--- src/rtl/rr_decoder_arbiter.sv ---
// rr_decoder_arbiter: round-robin owner selection for a shared 2-to-4 decoder,
// with a bounded hold time and a one-cycle break-before-make gap between owners.
`default_nettype none

module rr_decoder_arbiter #(
  parameter int MAX_HOLD = 8,
  parameter int HOLD_W   = 4
) (
  input  logic       clk_i,
  input  logic       reset_i,
  input  logic [3:0] req_i,
  input  logic       release_i,
  output logic       enable_o,
  output logic       addr0_o,
  output logic       addr1_o,
  output logic       timeout_o
);

  localparam logic [1:0] ST_IDLE  = 2'd0;
  localparam logic [1:0] ST_GRANT = 2'd1;
  localparam logic [1:0] ST_GAP   = 2'd2;

  localparam logic [HOLD_W-1:0] HOLD_LIMIT = HOLD_W'(MAX_HOLD);

  logic [1:0]        state_q, state_d;
  logic [1:0]        owner_q, owner_d;
  logic [1:0]        ptr_q, ptr_d;
  logic [HOLD_W-1:0] cnt_q, cnt_d;
  logic              enable_q, enable_d;
  logic              timeout_q, timeout_d;

  logic       arb_hit;
  logic [1:0] arb_idx;
  logic       at_limit;
  logic       owner_req;
  logic       grant_exit;

  // Walk from the farthest offset back to ptr so the nearest set request wins.
  always_comb begin
    arb_hit = 1'b0;
    arb_idx = ptr_q;
    for (int i = 3; i >= 0; i--) begin
      if (req_i[ptr_q + 2'(i)]) begin
        arb_hit = 1'b1;
        arb_idx = ptr_q + 2'(i);
      end
    end
  end

  assign at_limit   = (cnt_q == HOLD_LIMIT);
  assign owner_req  = req_i[owner_q];
  assign grant_exit = release_i | ~owner_req | at_limit;

  always_ff @(posedge clk_i) begin
    if (reset_i) begin
      state_q   <= ST_IDLE;
      owner_q   <= 2'd0;
      ptr_q     <= 2'd0;
      cnt_q     <= '0;
      enable_q  <= 1'b0;
      timeout_q <= 1'b0;
    end else begin
      state_q   <= state_d;
      owner_q   <= owner_d;
      ptr_q     <= ptr_d;
      cnt_q     <= cnt_d;
      enable_q  <= enable_d;
      timeout_q <= timeout_d;
    end
  end

  always_comb begin
    state_d = state_q;
    owner_d = owner_q;
    ptr_d   = ptr_q;
    cnt_d   = cnt_q;
    case (state_q)
      ST_IDLE, ST_GAP: begin
        if (arb_hit) begin
          state_d = ST_GRANT;
          owner_d = arb_idx;
          cnt_d   = HOLD_W'(1);
        end else begin
          state_d = ST_IDLE;
        end
      end
      ST_GRANT: begin
        if (grant_exit) begin
          state_d = ST_GAP;
          ptr_d   = owner_q + 2'd1;
        end else begin
          cnt_d = cnt_q + HOLD_W'(1);
        end
      end
      default: state_d = ST_IDLE;
    endcase
  end

  // Outputs are decoded from next state so they land on the same edge as the state.
  always_comb begin
    enable_d  = (state_d == ST_GRANT);
    timeout_d = (state_q == ST_GRANT) && at_limit && !release_i && owner_req;
  end

  assign enable_o  = enable_q;
  assign timeout_o = timeout_q;
  assign addr0_o   = owner_q[0];
  assign addr1_o   = owner_q[1];

endmodule

`default_nettype wire

--- config.mk ---
export PLATFORM = sky130hd
export DESIGN_NAME = rr_decoder_arbiter
export DESIGN_NICKNAME = d
export VERILOG_FILES = /design/src/rtl/rr_decoder_arbiter.sv
export SDC_FILE = /design/constraint.sdc
export NUM_CORES = 1
export LEC_CHECK = 0
export ABC_AREA = 1
export CORE_MARGIN = 2
export CORE_UTILIZATION = 50
export CTS_BUF_LIST = sky130_fd_sc_hd__clkbuf_8
export DETAILED_ROUTE_END_ITERATION = 16
export HOLD_SLACK_MARGIN = 0.03
export PLACE_DENSITY = 0.83
export SLEW_MARGIN = 20
export SYNTH_ARGS = -nofsm -noshare
export SYNTH_HDL_FRONTEND = slang
export SYNTH_SLANG_ARGS = --single-unit
--- constraint.sdc ---
create_clock -name clk_i -period 1.3 [get_ports clk_i]
set_input_delay 0.195 -clock clk_i [delete_from_list [all_inputs] [get_ports clk_i]]
set_output_delay 0.195 -clock clk_i [all_outputs]
set_load 0.05 [all_outputs]
### Word-level counts from Yosys, hierarchy flattened

Index checks and enable logic that the tools add are counted.

| storage, ports and cells | value |
|---|---|
| register bits | 12 |
| input port bits | 7 |
| output and inout bits | 4 |

| cells by class | value |
|---|---|
| $lt $le $gt $ge | 5 |
| reductions and logical operators | 10 |
| multiplexer cells | 24 |
| add/subtract/negate cells | 5 |
| eq/ne operators | 6 |
| bitwise gates (word level) | 3 |

Operator list:

| cell | number |
|---|---|
| 2-bit by 3-bit < comparator with 1-bit output (second input constant) | 5 |
| 1-bit binary-select mux with 2-bit select | 5 |
| 1-bit 2-to-1 mux | 10 |
| 2-bit 2-to-1 mux | 5 |
| 4-bit 2-to-1 mux | 2 |
| 4-bit case mux with 2 select lines | 1 |
| 2-bit by 1-bit adder with 2-bit output (second input constant) | 2 |
| 2-bit adder (second input constant) | 2 |
| 4-bit by 1-bit adder with 4-bit output (second input constant) | 1 |
| 2-bit by 1-bit == test with 1-bit output (second input constant) | 2 |
| 4-bit == test (second input constant) | 1 |
| 2-bit inequality test (second input constant) | 2 |
| 2-bit case mux with 2 select lines | 1 |
| 2-bit AND reduction | 2 |
| 1-bit logical AND | 3 |
| 3-bit AND reduction | 1 |
| 2-bit == test (second input constant) | 1 |
| 2-bit zero test | 1 |
| 1-bit bitwise OR | 2 |
| 2-bit nonzero test | 1 |
| 2-bit OR reduction | 1 |
| 1-bit zero test | 1 |
| 1-bit NOT | 1 |

### Longest topological paths before layout

Gate-level depths: netlist (run 1).

| logic depth | value |
|---|---|
| word-level depth | 10 |
| gate-level depth with buffers | 12 |

### Least setup slack after synthesis (run 1)

Ideal clock, no wire load.

| path | value |
|---|---|
| path type | register to register |
| start point | register owner_q[0] |
| end point | register ptr_q[0] |
| library setup time | 0.118 ns |
| data arrival time | 1.367 ns |
| clock period less this slack | 1.485 ns |
| stages on the path, launching flop included | 8 |
| data required time | 1.182 ns |
| path slack | -0.185 ns |
| cell sequence | dfxtp_1 nand2_1 o211ai_1 nand2_2 nand3_1 nand2_1 o21ai_1 a21oi_1 |

| on the way | value |
|---|---|
| cells in the longest elaborated chain, start to end | 6 |
| elaborated cells on any way between the ends | 7 |
| those cells by class | 1 x add/sub; 2 x mux; 3 x bitwise; 1 x reduce/logical |

Ends and longest elaborated chain:

| item | RTL line | text |
|---|---|---|
| from (decl) | 26 | `logic [1:0] owner_q, owner_d;` |
| from (signal assigned) | 64 | `owner_q <= owner_d;` |
| 1-bit binary-select mux with 2-bit select | 51 | `assign owner_req = req_i[owner_q];` |
| 1-bit 2-to-1 mux (not written as such) | 51 |  |
| 1-bit NOT | 52 | `assign grant_exit = release_i \| ~owner_req \| at_limit;` |
| 1-bit bitwise OR (2 in series) | 52 |  |
| 2-bit AND reduction (no source line) | -- |  |
| to (signal assigned) | 65 | `ptr_q <= ptr_d;` |
| to (decl) | 27 | `logic [1:0] ptr_q, ptr_d;` |

Parallel ways exist; a longest one is shown, timed or not. The select of a mux whose other input is x is not followed.
A chain may end at the register's enable or synchronous reset.

### Final worst setup path (run 1)

| path | value |
|---|---|
| start point | register ptr_q[0] |
| end point | register cnt_q[2] |

| on the way | value |
|---|---|
| cells in the longest elaborated chain, start to end | 9 |
| elaborated cells on any way between the ends | 17 |
| those cells by class | 3 x add/sub; 1 x eq/ne; 12 x mux; 1 x reduce/logical |

Ends and longest elaborated chain:

| item | RTL line | text |
|---|---|---|
| 2-bit adder | 43 | `if (req_i[ptr_q + 2'(i)]) begin` |
| 1-bit binary-select mux with 2-bit select | 43 |  |
| 1-bit 2-to-1 mux (not written as such) | 43 |  |
| 1-bit 2-to-1 mux (3 in series) | 43 |  |
| 1-bit 2-to-1 mux * | 43 |  |
| 2-bit inequality test (no source line) * | -- |  |
| 3-bit AND reduction (no source line) * | -- |  |
| to (signal assigned) | 66 | `cnt_q <= cnt_d;` |
| to (decl) | 28 | `logic [HOLD_W-1:0] cnt_q, cnt_d;` |

Mark *: on every way between the ends. The rest lies on a longest branch, timed or not. The select of a mux whose other input is x is not followed.

==> flow_summary.json, run 1 <==
{
  "postCtsHoldBufs": 0,
  "ys_seq_area_frac": 0.299,
  "power-per-cell-area_nw_per_um2": 1310,
  "wl_met3_um": 71,
  "synth.most_common_cell": "nand2_1",
  "r2r_cells": 9,
  "synth_top_area_cell": "dfxtp_1",
  "routed_wl_mm": 1.96,
  "r2r_setup_slack_ps": -20,
  "post-dp-hpwl_mm": 1.42,
  "path_class": "reg2reg",
  "cts_made_buffers": 3,
  "syn-cell-area_um2": 803,
  "synth_top_area_frac": 0.299,
  "cp_max_fo": 6,
  "cp_cell_sequence": "buf_6, inv_8, nand2_2, and2_4, nor2_4, nand3_2, nand2_4, nand3_1, a21oi_2",
  "clock_sink_count": 12,
  "dr.pass1.iters": 4,
  "maxCapViolations": 0,
  "hold_depth": 2,
  "grt_max_degree": 8,
  "postSynthAreaPerCell_um2": 6.53,
  "slew_headroom": 0.832,
  "drive_gt1_frac": 0.415,
  "layout.nets": 157,
  "yosysWarnings": 0,
  "clock_latency_ps": 240,
  "min_period_ps": 1320,
  "placed_area_um2": 1030,
  "finalWeightedCongestion": 0.818,
  "postSynthCellCount": 123,
  "portBuffers": 10,
  "coreArea_um2": 1510,
  "h-tree-depth": 1,
  "via_per_inst": 5.32,
  "finalMaxSlewViolations": 0,
  "max_freq_mhz": 760,
  "vdd_drop_max_mv": 1.11,
  "violations": "negative setup slack",
  "hold_ws_ps": 526,
  "endpoint_kind": "flop",
  "highest_layer": "met4",
  "start_util": 0.533,
  "synthFlopType": "dfxtp_1",
  "rsz0062_at_grt": "yes",
  "max_slew.worst_pin.slew_ps": 251,
  "holdPathEnd": "cnt_q[1]",
  "setup_violations": 4,
  "dieHeight_um": 44.1,
  "finalHoldViolations": 0,
  "fin_crit_sh": 1.01,
  "critPathLaunchType": "flop",
  "wl_met1_um": 782,
  "critPathSlowestCell": "dfxtp_2",
  "critPathMaxStageDelay_ps": 320,
  "grt.total_usage": 0.227,
  "yosysUniqueCellTypes": 24,
  "cts_tree": "yes",
  "postLayoutCoreUtil": 0.800,
  "fin_area_um2": 1200,
  "grt_pass1_vias": 778,
  "path_clk_slew_ps": 50,
  "dr_wl_met2_mm": 1.04,
  "r2r_end": "cnt_q[2]",
  "cp.required_ps": 1480,
  "synth_area_leaders": "dfxtp_1 30%, nand2_1 16%, nand3_1 9.3%, inv_1 8.4%, a21oi_1 5.6%",
  "p_leak_nw": 0.589,
  "reg2reg_from": "ptr_q[0]",
  "synth.net_count": 132,
  "chipWidth_um": 44.1,
  "area_growth_syn_to_layout_pct": 50.0,
  "synth_async_sr_flop_share": 0,
  "antenna_found_initial": 0,
  "yosys_register_bits": 12,
  "hp-class": "reg2reg",
  "arrival_ps": 1500,
  "drtIter0Drc": 24,
  "layout_setup_ws_ps": -15.6,
  "finClkSkew_ps": 0.768,
  "grt_pass1_wl_mm": 3.13,
  "synth-edff-count": 0,
  "detail-route-antenna-nets": 0,
  "die-area_um2": 1940,
  "final.setup.tns_ps": -27.7,
  "drc": 0,
  "clock_path_buffers": 2,
  "antenna_cells": 0,
  "ioPinCount": 11,
  "synth_commonest_cells": "34 x nand2_1, 18 x inv_1, 15 x nand3_1, 12 x dfxtp_1, 9 x a21oi_1",
  "vias": 867,
  "grt_overflow": 0,
  "status": "complete, but fails checks",
  "min_from": "cnt_q[1]",
  "cts_root_buffer": "clkbuf_8",
  "routedWlPerCell_um": 12.0,
  "rows": 14
}
## registers in the layout, summed over array words and instances (netlist names)
name,cells
timeout_o,1
owner_q,2
enable_o,1
state_q,2
ptr_q,2
cnt_q,4
## through the flow
| step | setup WS, ps | power [mW] | std cells |
|---|---|---|---|
| floorplan | 28.8 | 0.859 | 123 |
| global placement | -212 | 1.07 | 158 |
| detailed placement | -234 | 1.08 | 158 |
| CTS | 5.24 | 1.51 | 162 |
| global route | -86.7 | 1.68 | 163 |
| finish | -15.6 | 1.58 | 163 |
## repair_timing
action                                 in CTS  in global routing
setup endpoints to repair                   4                 10
endpoints found under the hold margin       0                  0
gates resized for setup                     5                 31
pin swaps                                   1                  9
buffers inserted                            0                  1
## cell families after synthesis
family,count (synthesis),synth area share
AOI/OAI and AO/OA,16,0.107
xor gates and xnor gates,2,0.0218
adders and majority gates,2,0.0311
buffers and inverters,23,0.126
DFF,12,0.299
and+or+nand+nor,68,0.414
## cell usage in the layout, fill, tap and decap left out, drive strengths merged
cell            n
a21oi           9
and2            1
buf            15
clkbuf          4
clkdlybuf4s50   3
dfxtp          12
dlymetal6s2s    3
ha              2
inv            22
nand2          40
nand3          16
nand4           2
nor2            7
nor4            1
o211ai          1
o21ai           6
or2             1
xor2            2
## worst max-delay path by stage
stage	from	end	slack, ps	cells past startpoint
finish	ptr_q[0]	cnt_q[2]	-20	9
global route	cnt_q[0]	cnt_q[0]	-90	6
CTS	ptr_q[0]	owner_q[0]	5	10
detailed placement	req_i[1]	ptr_q[1]	-230	9
global placement	req_i[3]	cnt_q[0]	-210	10
floorplan	owner_q[0]	ptr_q[0]	30	7
## critical path: cells and delay by family (launching register included)
family / cells / cell delay (ps)
flip-flops: 1 / 320
AND/OR/NAND/NOR: 6 / 610
buffers and inverters: 2 / 180
AO/OA/AOI/OAI: 1 / 130
## power breakdown
part	total [mW]	switching (mW)	internal, mW
Combinational	0.695	0.394	0.301
Clock	0.407	0.139	0.268
Sequential	0.476	0.0579	0.418
## cell type report
type,instances,area (µm²)
Clock buffer,4,55.1
Tap cell,16,20.0
Sequential cell,12,250
Fill cell,104,302
Timing Repair Buffer,21,238
Inverter,22,95.1
Multi-Input combinational cell,88,547
## metal layers
layer  up-vias  track usage
met5         -            0
met4         0        0.139
met3        10       0.0531
met2        20        0.415
met1       401        0.230
li1        436            -
(Power assumes the default switching activity.)
==> run 2: changes to the inputs <==
--- a/config.mk
+++ b/config.mk
@@ -5,13 +5,12 @@
 export SDC_FILE = /design/constraint.sdc
 export NUM_CORES = 1
 export LEC_CHECK = 0
-export ABC_AREA = 1
 export CORE_MARGIN = 2
-export CORE_UTILIZATION = 50
+export CORE_UTILIZATION = 47
 export CTS_BUF_LIST = sky130_fd_sc_hd__clkbuf_8
 export DETAILED_ROUTE_END_ITERATION = 16
 export HOLD_SLACK_MARGIN = 0.03
-export PLACE_DENSITY = 0.83
+export PLACE_DENSITY = 0.81
 export SLEW_MARGIN = 20
 export SYNTH_ARGS = -nofsm -noshare
 export SYNTH_HDL_FRONTEND = slang
==> flow_summary.json, run 2 <==
{
  "layout_commonest_cell": "buf_4",
  "ys_seq_area_frac": 0.376,
  "cts_root_buffer": "clkbuf_8",
  "dr_wl_met2_um": 851,
  "min_period_ps": 1530,
  "wl_met3_um": 133,
  "clock_sink_count": 12,
  "synth_async_sr_flop_share": 0,
  "p_leak_nw": 0.411,
  "power_mw": 1.14,
  "synth.net_count": 80,
  "yosysUniqueCellTypes": 32,
  "maxCapViolations": 0,
  "dieHeight_um": 40.9,
  "die-area_um2": 1670,
  "drtIter0Drc": 17,
  "status": "complete, but fails checks",
  "postSynthAreaPerCell_um2": 9.01,
  "drc": 0,
  "detail-route-antenna-nets": 0,
  "finClkSkew_ps": 4.61,
  "hp-class": "reg2reg",
  "violations": "negative setup slack",
  "max_slew.worst_pin.slew_ps": 294,
  "via_per_inst": 5.91,
  "final_cell_mix": "16 x buf_4, 9 x dfxtp_1, 7 x nor2_1",
  "finalMaxSlewViolations": 0,
  "h-tree-depth": 1,
  "min_from": "cnt_q[3]",
  "synth_top_area_cell": "dfxtp_1",
  "chipWidth_um": 40.9,
  "endpoint_kind": "flop",
  "cp_max_fo": 5,
  "coreArea_um2": 1280,
  "synth_area_leaders": "dfxtp_1 38%, nor2_1 4.1%, a21oi_1 3.9%, ha_1 3.9%, nor2b_1 3.9%",
  "routedWlPerCell_um": 15.8,
  "max_freq_mhz": 652,
  "synth.most_common_cell": "dfxtp_1",
  "rows": 13,
  "fin_crit_sh": 1.18,
  "drive_gt1_frac": 0.436,
  "yosysWarnings": 0,
  "synth_commonest_cells": "12 x dfxtp_1, 7 x nor2_1, 5 x a21oi_1, 4 x nand2_1, 4 x nor2b_1",
  "synth-edff-count": 0,
  "grt_overflow": 0,
  "cts_made_buffers": 3,
  "clock_latency_ps": 240,
  "layout_setup_ws_ps": -233,
  "synthFlopType": "dfxtp_1",
  "wl_met1_um": 824,
  "routed_wl_mm": 1.84,
  "vias": 685,
  "critPathLaunch": "owner_q[0]",
  "area_growth_syn_to_layout_pct": 64.0,
  "postSynthCellCount": 71,
  "slew_headroom": 0.802,
  "layout.nets": 111,
  "arrival_ps": 1700,
  "post-dp-hpwl_mm": 1.14,
  "antenna_found_initial": 0,
  "hold_ws_ps": 513,
  "cts_tree": "yes",
  "highest_layer": "met4",
  "grt_pass1_wl_mm": 2.61,
  "reg2reg_from": "owner_q[0]",
  "ioPinCount": 11,
  "yosys_register_bits": 12,
  "power-per-cell-area_nw_per_um2": 1080,
  "path_class": "reg2reg",
  "dr.pass1.iters": 4,
  "grt_pass1_vias": 570,
  "largest_register_ffs": 4,
  "setup_violations": 9,
  "critPathLaunchType": "flop",
  "clock_path_buffers": 2,
  "finalWeightedCongestion": 0.891,
  "path_clk_slew_ps": 50,
  "synth_top_area_frac": 0.376,
  "antenna_cells": 0,
  "placed_area_um2": 938,
  "syn-cell-area_um2": 639,
  "rsz0062_at_grt": "yes",
  "finalHoldViolations": 0,
  "grt_max_degree": 9,
  "fin_area_um2": 1050,
  "cp.required_ps": 1460,
  "start_util": 0.498,
  "vdd_drop_max_mv": 0.882,
  "portBuffers": 10,
  "top_register": "cnt_q",
  "postCtsHoldBufs": 0,
  "grt.total_usage": 0.249,
  "pre_cts_slack_ps": -485
}
## run 2: cell types whose count changed after synthesis, moves of 3 or more
cell     change
nor2b_1      +4
inv_1       -15
nand2_1     -30
nand3_1     -13
nand2_2      -5
nor3_1       +3
inv_2        -3
a21oi_1      -4
## run 2: per-layer routing
layer	track usage	vias to the layer above
met5	0	-
met4	0.0750	0
met3	0.0652	4
met2	0.371	31
met1	0.348	335
li1	-	315
## run 2: layout make-up
type,instances,area [µm²]
multi-input combinational,53,432
clock buffer,4,55.1
timing repair buffer,28,278
inverter,4,16.3
tap,15,18.8
fill,83,236
sequential,12,249
## run 2: metrics by stage
step / setup TNS (ps) / util / cells
finish: -1370 / 0.816 / 116
global route: -1740 / 0.816 / 116
detailed placement: -4680 / 0.730 / 111
CTS: -1010 / 0.782 / 115
floorplan: -1840 / - / 71
global placement: -4380 / 0.730 / 111
## run 2: final timing paths
path / endpoint / slack [ps] / cells past startpoint
worst max-delay path: cnt_q[3] / -230 / 4
worst min-delay path: cnt_q[3] / 510 / 2
worst max register to register: cnt_q[3] / -230 / 4
worst min register to register: cnt_q[3] / 510 / 2
## run 2: worst max-delay path, cell delays in order (launching register included)
cell and delay, ps:
dfxtp_4 340, mux4_2 440, nand4_4 130, or3_4 350, a211oi_2 200
## run 2: logic make-up after synthesis
logic type,Yosys count,share of synthesized area
AO/OA/AOI/OAI,14,0.160
XOR/XNOR,1,0.0137
adder cells (fa/ha/maj),2,0.0391
buffers and inverters,6,0.0372
flip-flops,12,0.376
multiplexers,3,0.0665
AND/OR/NAND/NOR,33,0.307
## run 2: report_power, final
group	internal, mW	switching, mW
clock	0.268	0.145
combinational	0.152	0.157
sequential	0.393	0.0197
total	0.813	0.322
## run 2: repair_timing
action	4_1_cts	5_1_grt
setup endpoints to repair	11	11
hold endpoints to repair	0	0
resized for setup	8	8
buffers inserted	0	1
pin swaps	4	3
==> run 3: changes to the inputs <==
--- a/config.mk
+++ b/config.mk
@@ -11,7 +11,6 @@
 export DETAILED_ROUTE_END_ITERATION = 16
 export HOLD_SLACK_MARGIN = 0.03
 export PLACE_DENSITY = 0.81
-export SLEW_MARGIN = 20
 export SYNTH_ARGS = -nofsm -noshare
 export SYNTH_HDL_FRONTEND = slang
 export SYNTH_SLANG_ARGS = --single-unit
==> results of run 3 <==
Final layout, timing and power as in run 2 (identical DEF).
